--- src/rtl/fliop_2_pkg.sv ---
// fliop_2_pkg
//   Shared core widths, control levels and the bubble constants used by the
//   ID/EX pipeline register (fliop_2) and its per-field storage (pipe_dff).
//   Optional feature macro used by fliop_2: FLIOP2_FLUSH_EN.
package fliop_2_pkg;

   localparam int unsigned INST_WIDTH      = 32;
   localparam int unsigned INST_ADDR_WIDTH = 32;
   localparam int unsigned REG_ADDR_WIDTH  = 5;
   localparam int unsigned CSR_ADDR_WIDTH  = 12;
   localparam int unsigned DATA_WIDTH      = 32;
   localparam int unsigned OP1_SEL         = 2;
   localparam int unsigned OP2_SEL         = 2;
   localparam int unsigned ALU_SEL         = 4;
   localparam int unsigned BR_SEL          = 3;
   localparam int unsigned WB_SEL          = 3;
   localparam int unsigned MEM_RW          = 2;
   localparam int unsigned BYTE_SEL        = 4;

   localparam logic RST   = 1'b1;
   localparam logic UNRST = 1'b0;
   localparam logic HOLD  = 1'b1;

   // addi x0,x0,0: the instruction word of a pipeline bubble
   localparam logic [INST_WIDTH-1:0]      NOP           = 32'h0000_0013;
   localparam logic [INST_ADDR_WIDTH-1:0] INI_INST_ADDR = 32'h0000_0000;

endpackage

--- src/rtl/fliop_2_dff.sv ---
// pipe_dff
//   Parameterized pipeline field register.
//   Priority on each rising edge: rst > clr > en (load) > keep.
//   Both rst and clr load RST_VAL, so a clear is a bubble for this field.
// Ports:
//   clk  in  1      core clock
//   rst  in  1      synchronous active-high reset
//   en   in  1      1 = load d
//   clr  in  1      1 = load RST_VAL (overrides en)
//   d    in  WIDTH  next value
//   q    out WIDTH  registered value
module pipe_dff
   import fliop_2_pkg::*;
#(
   parameter int unsigned       WIDTH   = 32,
   parameter logic [WIDTH-1:0]  RST_VAL = '0
) (
   input  logic             clk,
   input  logic             rst,
   input  logic             en,
   input  logic             clr,
   input  logic [WIDTH-1:0] d,
   output logic [WIDTH-1:0] q
);

   logic [WIDTH-1:0] q_d;
   logic [WIDTH-1:0] q_q;

   always_comb begin
      q_d = q_q;
      if (clr) begin
         q_d = RST_VAL;
      end else if (en) begin
         q_d = d;
      end
   end

   // rst is tested first so an unknown en/clr during reset cannot leak in
   always_ff @(posedge clk) begin
      if (rst == RST) begin
         q_q <= RST_VAL;
      end else begin
         q_q <= q_d;
      end
   end

   assign q = q_q;

endmodule

--- src/rtl/fliop_2.sv ---
// fliop_2
//   ID/EX pipeline register of the RV32 core. Captures decoded instruction,
//   control selects and register/CSR read data, presenting them to execute
//   one cycle later. All outputs come straight from flops.
//   Priority per edge: rst > flush (if built) > hold > load.
//   Reset and flush load the bubble: inst_o = NOP, everything else 0.
// Optional feature macro: FLIOP2_FLUSH_EN adds the flush port.
// Ports:
//   clk, rst, hold, [flush]      control
//   inst/inst_addr/rd_waddr/csr_waddr/imm            decoded instruction
//   op1_sel/op2_sel/alu_sel/br_sel/wb_sel/mem_rw/byte_sel/un_sign  selects
//   rs1_rdata/rs2_rdata/csr_rdata                    operand data
//   each with a matching registered *_o output
module fliop_2
   import fliop_2_pkg::*;
(
   input  logic                       clk,
   input  logic                       rst,
   input  logic                       hold,
`ifdef FLIOP2_FLUSH_EN
   input  logic                       flush,
`endif
   input  logic [INST_WIDTH-1:0]      inst,
   input  logic [INST_ADDR_WIDTH-1:0] inst_addr,
   input  logic [REG_ADDR_WIDTH-1:0]  rd_waddr,
   input  logic [CSR_ADDR_WIDTH-1:0]  csr_waddr,
   input  logic [DATA_WIDTH-1:0]      imm,
   input  logic [OP1_SEL-1:0]         op1_sel,
   input  logic [OP2_SEL-1:0]         op2_sel,
   input  logic [ALU_SEL-1:0]         alu_sel,
   input  logic [BR_SEL-1:0]          br_sel,
   input  logic [WB_SEL-1:0]          wb_sel,
   input  logic [MEM_RW-1:0]          mem_rw,
   input  logic [BYTE_SEL-1:0]        byte_sel,
   input  logic                       un_sign,
   input  logic [DATA_WIDTH-1:0]      rs1_rdata,
   input  logic [DATA_WIDTH-1:0]      rs2_rdata,
   input  logic [DATA_WIDTH-1:0]      csr_rdata,
   output logic [INST_WIDTH-1:0]      inst_o,
   output logic [INST_ADDR_WIDTH-1:0] inst_addr_o,
   output logic [REG_ADDR_WIDTH-1:0]  rd_waddr_o,
   output logic [CSR_ADDR_WIDTH-1:0]  csr_waddr_o,
   output logic [DATA_WIDTH-1:0]      imm_o,
   output logic [OP1_SEL-1:0]         op1_sel_o,
   output logic [OP2_SEL-1:0]         op2_sel_o,
   output logic [ALU_SEL-1:0]         alu_sel_o,
   output logic [BR_SEL-1:0]          br_sel_o,
   output logic [WB_SEL-1:0]          wb_sel_o,
   output logic [MEM_RW-1:0]          mem_rw_o,
   output logic [BYTE_SEL-1:0]        byte_sel_o,
   output logic                       un_sign_o,
   output logic [DATA_WIDTH-1:0]      rs1_rdata_o,
   output logic [DATA_WIDTH-1:0]      rs2_rdata_o,
   output logic [DATA_WIDTH-1:0]      csr_rdata_o
);

   logic load_en;
   logic clr;

   // one shared enable/clear keeps every field moving in lockstep
   assign load_en = (hold != HOLD);
`ifdef FLIOP2_FLUSH_EN
   assign clr = flush;
`else
   assign clr = 1'b0;
`endif

   pipe_dff #(.WIDTH(INST_WIDTH), .RST_VAL(NOP)) u_inst (
      .clk(clk), .rst(rst), .en(load_en), .clr(clr), .d(inst), .q(inst_o));
   pipe_dff #(.WIDTH(INST_ADDR_WIDTH), .RST_VAL(INI_INST_ADDR)) u_inst_addr (
      .clk(clk), .rst(rst), .en(load_en), .clr(clr), .d(inst_addr), .q(inst_addr_o));
   pipe_dff #(.WIDTH(REG_ADDR_WIDTH)) u_rd_waddr (
      .clk(clk), .rst(rst), .en(load_en), .clr(clr), .d(rd_waddr), .q(rd_waddr_o));
   pipe_dff #(.WIDTH(CSR_ADDR_WIDTH)) u_csr_waddr (
      .clk(clk), .rst(rst), .en(load_en), .clr(clr), .d(csr_waddr), .q(csr_waddr_o));
   pipe_dff #(.WIDTH(DATA_WIDTH)) u_imm (
      .clk(clk), .rst(rst), .en(load_en), .clr(clr), .d(imm), .q(imm_o));
   pipe_dff #(.WIDTH(OP1_SEL)) u_op1_sel (
      .clk(clk), .rst(rst), .en(load_en), .clr(clr), .d(op1_sel), .q(op1_sel_o));
   pipe_dff #(.WIDTH(OP2_SEL)) u_op2_sel (
      .clk(clk), .rst(rst), .en(load_en), .clr(clr), .d(op2_sel), .q(op2_sel_o));
   pipe_dff #(.WIDTH(ALU_SEL)) u_alu_sel (
      .clk(clk), .rst(rst), .en(load_en), .clr(clr), .d(alu_sel), .q(alu_sel_o));
   pipe_dff #(.WIDTH(BR_SEL)) u_br_sel (
      .clk(clk), .rst(rst), .en(load_en), .clr(clr), .d(br_sel), .q(br_sel_o));
   pipe_dff #(.WIDTH(WB_SEL)) u_wb_sel (
      .clk(clk), .rst(rst), .en(load_en), .clr(clr), .d(wb_sel), .q(wb_sel_o));
   pipe_dff #(.WIDTH(MEM_RW)) u_mem_rw (
      .clk(clk), .rst(rst), .en(load_en), .clr(clr), .d(mem_rw), .q(mem_rw_o));
   pipe_dff #(.WIDTH(BYTE_SEL)) u_byte_sel (
      .clk(clk), .rst(rst), .en(load_en), .clr(clr), .d(byte_sel), .q(byte_sel_o));
   pipe_dff #(.WIDTH(1)) u_un_sign (
      .clk(clk), .rst(rst), .en(load_en), .clr(clr), .d(un_sign), .q(un_sign_o));
   pipe_dff #(.WIDTH(DATA_WIDTH)) u_rs1_rdata (
      .clk(clk), .rst(rst), .en(load_en), .clr(clr), .d(rs1_rdata), .q(rs1_rdata_o));
   pipe_dff #(.WIDTH(DATA_WIDTH)) u_rs2_rdata (
      .clk(clk), .rst(rst), .en(load_en), .clr(clr), .d(rs2_rdata), .q(rs2_rdata_o));
   pipe_dff #(.WIDTH(DATA_WIDTH)) u_csr_rdata (
      .clk(clk), .rst(rst), .en(load_en), .clr(clr), .d(csr_rdata), .q(csr_rdata_o));

endmodule

--- config.mk ---
export PLATFORM = sky130hd
export DESIGN_NAME = fliop_2
export DESIGN_NICKNAME = d
export VERILOG_FILES = /design/src/rtl/fliop_2_pkg.sv /design/src/rtl/fliop_2_dff.sv /design/src/rtl/fliop_2.sv
export SDC_FILE = /design/constraint.sdc
export NUM_CORES = 1
export LEC_CHECK = 0
export ABC_AREA = 1
export CORE_UTILIZATION = 30
export DETAILED_ROUTE_END_ITERATION = 7
export MAX_ROUTING_LAYER = met4
export PLACE_DENSITY = 0.63
export SYNTH_ARGS = -nofsm -noshare
export SYNTH_HDL_FRONTEND = slang
export SYNTH_SLANG_ARGS = --single-unit
--- constraint.sdc ---
create_clock -name clk -period 0.9 [get_ports clk]
set_clock_uncertainty 0.05 [all_clocks]
set_input_delay 0.135 -clock clk [delete_from_list [all_inputs] [get_ports clk]]
set_output_delay 0.135 -clock clk [all_outputs]
set_load 0.02 [all_outputs]
==> flow_summary_export.csv <==
group,metric,value,unit
finish,synthToLayoutAreaGrowth,71.39,%
clock_tree,clockBufferDepth,3,
global_routing,overflow,0,
power_and_ir_drop,p_leak,0.008253,uW
critical_path,path_buf_inv,1,
outcome,violations,"negative setup slack",
timing,worstMarginPinSlew,0.3172,ns
clock_tree,cts_sinks,230,
finish,nFillCells,2964,
critical_path,path_cells,"buf_6",
critical_path,crit_slowest_cell,"dfxtp_2",
critical_path,setup.worst_path.class,"flip-flop to output port",
timing,period_minus_slack,1.198,ns
logic_synthesis,yosys.area_share.adder,0,
finish,nets,2195,
critical_path,cp_top_family,"flip-flops",
floorplanning,rows,65,
route,vias_per_cell,4.045,
logic_synthesis,yosysTopAreaCellShare,0.4797,
clock_tree,clk_latency,0.54,ns
logic_synthesis,synth-simple-area-share,0.3590,
floorplanning,core_area,0.03156,mm^2
min_path,min_delay_path_depth,4,
route,wl_per_cell,12.79,um
critical_path,slowest_delay,0.35,ns
critical_path,cp.required,0.71,ns
logic_synthesis,seq_area_frac_synth,0.4797,
critical_path,r2r_cells,5,
outcome,outcome,"finished, violations left",
logic_synthesis,synth_nets,1685,
finish,instances_no_fill,2387,
placed_design,place.gp.congestion,0.8065,
clock_tree,cts_tree,"done",
critical_path,r2r-end,"u_rs2_rdata.q[14]$_SDFFE_PP0N_",
timing,tns,-61.28,ns
logic_synthesis,synth-xor-area-share,0,
critical_path,r2r_start,"u_rs2_rdata.q[14]$_SDFFE_PP0N_",
logic_synthesis,syn_avg_cell_area,6.610,um^2
logic_synthesis,ys_warn_count,0,
route,ant_nets,0,
logic_synthesis,synth_top_family_by_area,"simple AND/OR/NAND/NOR gates",
timing,max_freq,0.8349,GHz
logic_synthesis,synth-compound-area-share,0,
logic_synthesis,synth-edff-count,0,
logic_synthesis,yosysMostFrequentCell,"nand2_1",
global_routing,grt_max_degree,53,
run,maxCapViolCount,0,
critical_path,cp-end-kind,"output port",
floorplanning,die_w,180.9,um
clock_tree,clockRootBuffer,"clkbuf_16",
logic_synthesis,ys_ff_latch,230,
floorplanning,num_io_pins,463,
route,drt-initial-drc-count,366,
timing,setup_ws,-0.2978,ns
floorplanning,start_util,0.3042,
placed_design,dp_cells,2297,
global_routing,antenna_found_initial,2,
timing,rsz0062_at_grt,"yes",
global_routing,grtUsageTotal,0.1862,
power_and_ir_drop,power_density,1744,mW/mm^2
clock_tree,cts_buffers,28,
finish,drive_gt1_frac,0.3031,
power_and_ir_drop,vdd_ir_drop_max,1178,uV
critical_path,start_kind,"flip-flop",
finish,utilization,0.5213,
route,drtPass1Iterations,6,
critical_path,crit_arrival,1.01,ns
placed_design,port-buffer-count,462,
critical_path,worstSetupPathDepth,1,
floorplanning,die_y,180.9,um
route,routed_wl,30540,um
clock_tree,clk_pin_slew,0.06,ns
logic_synthesis,synth_mux_area_frac,0,
route,drcViolationCount,0,
min_path,hold_path_class,"primary input to flip-flop",
critical_path,critPathLaunch,"u_alu_sel.q[1]$_SDFFE_PP0N_",
timing,relSlewSlack,0.7886,
global_routing,grt_first_pass_wirelength,47800,um
placed_design,dpl_cell_area,0.01465,mm^2
logic_synthesis,synth_cell_types,11,
logic_synthesis,synthTopCellsByArea,"dfxtp_1, nand2_1, nor2_1",
global_routing,grt_pass1_vias,9418,
placed_design,dp_hpwl,21850,um
floorplanning,die-area,0.03271,mm^2
logic_synthesis,yosys.area.top_type,"dfxtp_1",
timing,finalHoldViolations,0,
critical_path,worstPathMaxFanout,2,
finish,stdcell_area,0.01645,mm^2
timing,slew_violations,0,
logic_synthesis,netlist_top_cells_count,"nand2_1, nor2_1, dfxtp_1",
logic_synthesis,syn_inst,1452,
timing,fin_crit_sh,1.331,
timing,setup_viol,230,
critical_path,reg2reg_slack,0.07,ns
logic_synthesis,synth_area,0.009598,mm^2
logic_synthesis,async_flop_share,0,
logic_synthesis,ys.flop_type,"dfxtp_1",
route,vias,9655,
critical_path,endpoint,"alu_sel_o[1]",
clock_tree,htreeDepth,1,
==> layer usage <==
metal / wire length, um / global-route usage
met1: 12390 / 0.2066
met2: 14720 / 0.3134
met3: 2336 / 0.05100
met4: 1084 / 0.07829
met5: 0 / -
==> how the worst min path moves through the flow <==
stage / startpoint / to
after floorplan: inst[0] / u_inst.q[0]$_SDFFE_PP1N_
after global placement: u_inst.q[4]$_SDFFE_PP1N_ / u_inst.q[4]$_SDFFE_PP1N_
after detailed placement: u_inst.q[1]$_SDFFE_PP1N_ / u_inst.q[1]$_SDFFE_PP1N_
after CTS: hold / u_rs2_rdata.q[25]$_SDFFE_PP0N_
after global routing: hold / u_rs2_rdata.q[22]$_SDFFE_PP0N_
final: hold / u_br_sel.q[0]$_SDFFE_PP0N_
==> final cells by class <==
cell class / count / area, um^2 / area share
diodes: 2 / 5.005 / 0.0003043
clock inverters: 10 / 85.08 / 0.005172
well taps: 402 / 503.0 / 0.03058
clock buffers: 41 / 840.8 / 0.05111
repair inverters: 1 / 5.005 / 0.0003043
multi-input cells: 917 / 3446 / 0.2095
flip-flops and latches: 230 / 4892 / 0.2974
repair buffers: 555 / 5808 / 0.3531
inverters: 229 / 864.6 / 0.05256
==> flip-flops by register name, indices dropped and copies added, names as in the netlist, 2 cells and up <==
signal,count
u_alu_sel.q,4
u_csr_rdata.q,32
u_byte_sel.q,4
u_imm.q,32
u_op2_sel.q,2
u_csr_waddr.q,12
u_inst.q,32
u_rs1_rdata.q,32
u_rd_waddr.q,5
u_rs2_rdata.q,32
u_op1_sel.q,2
u_wb_sel.q,3
u_inst_addr.q,32
u_mem_rw.q,2
u_br_sel.q,3
==> placed cells by master, fill, tap and decap left out, drive strengths merged <==
cell type,n
nand2,460
nor2,454
buf,323
clkdlybuf4s50,230
dfxtp,230
inv,228
clkbuf,41
clkinv,10
nand3,3
diode,2
clkinvlp,1
bufinv,1
dlygate4sd3,1
dlymetal6s2s,1
==> logic make-up after synthesis <==
kind of cell / after synthesis
buf+inv: 305
simple gates: 917
flops: 230
==> metrics by stage <==
stage | setup WS [ns] | power (uW) | hold slack [ns]
finish | -0.2978 | 28700 | 0.01865
global route | -0.3489 | 30170 | 0.01754
CTS | -0.3308 | 28960 | 0.005417
detailed placement | -0.5018 | 17140 | 0.4124
global placement | -0.4731 | 17050 | 0.4062
floorplan | 0.05922 | 14200 | 0.1982
==> where the power goes <==
group          switching (uW)  internal, uW  total [uW]
clock network            4440          6730       11200
logic                    2780          3170        5940
registers                 505         11100       11600
==> timing repair <==
| action | CTS | global route |
|---|---|---|
| buffers inserted | 10 | 25 |
| setup endpoints to repair | 230 | 235 |
| hold buffers | 1 | 0 |
| hold endpoints to repair | 1 | 0 |
| gates cloned | 0 | 1 |
| resized for setup | 1592 | 2 |
(Power assumes the default switching activity.)
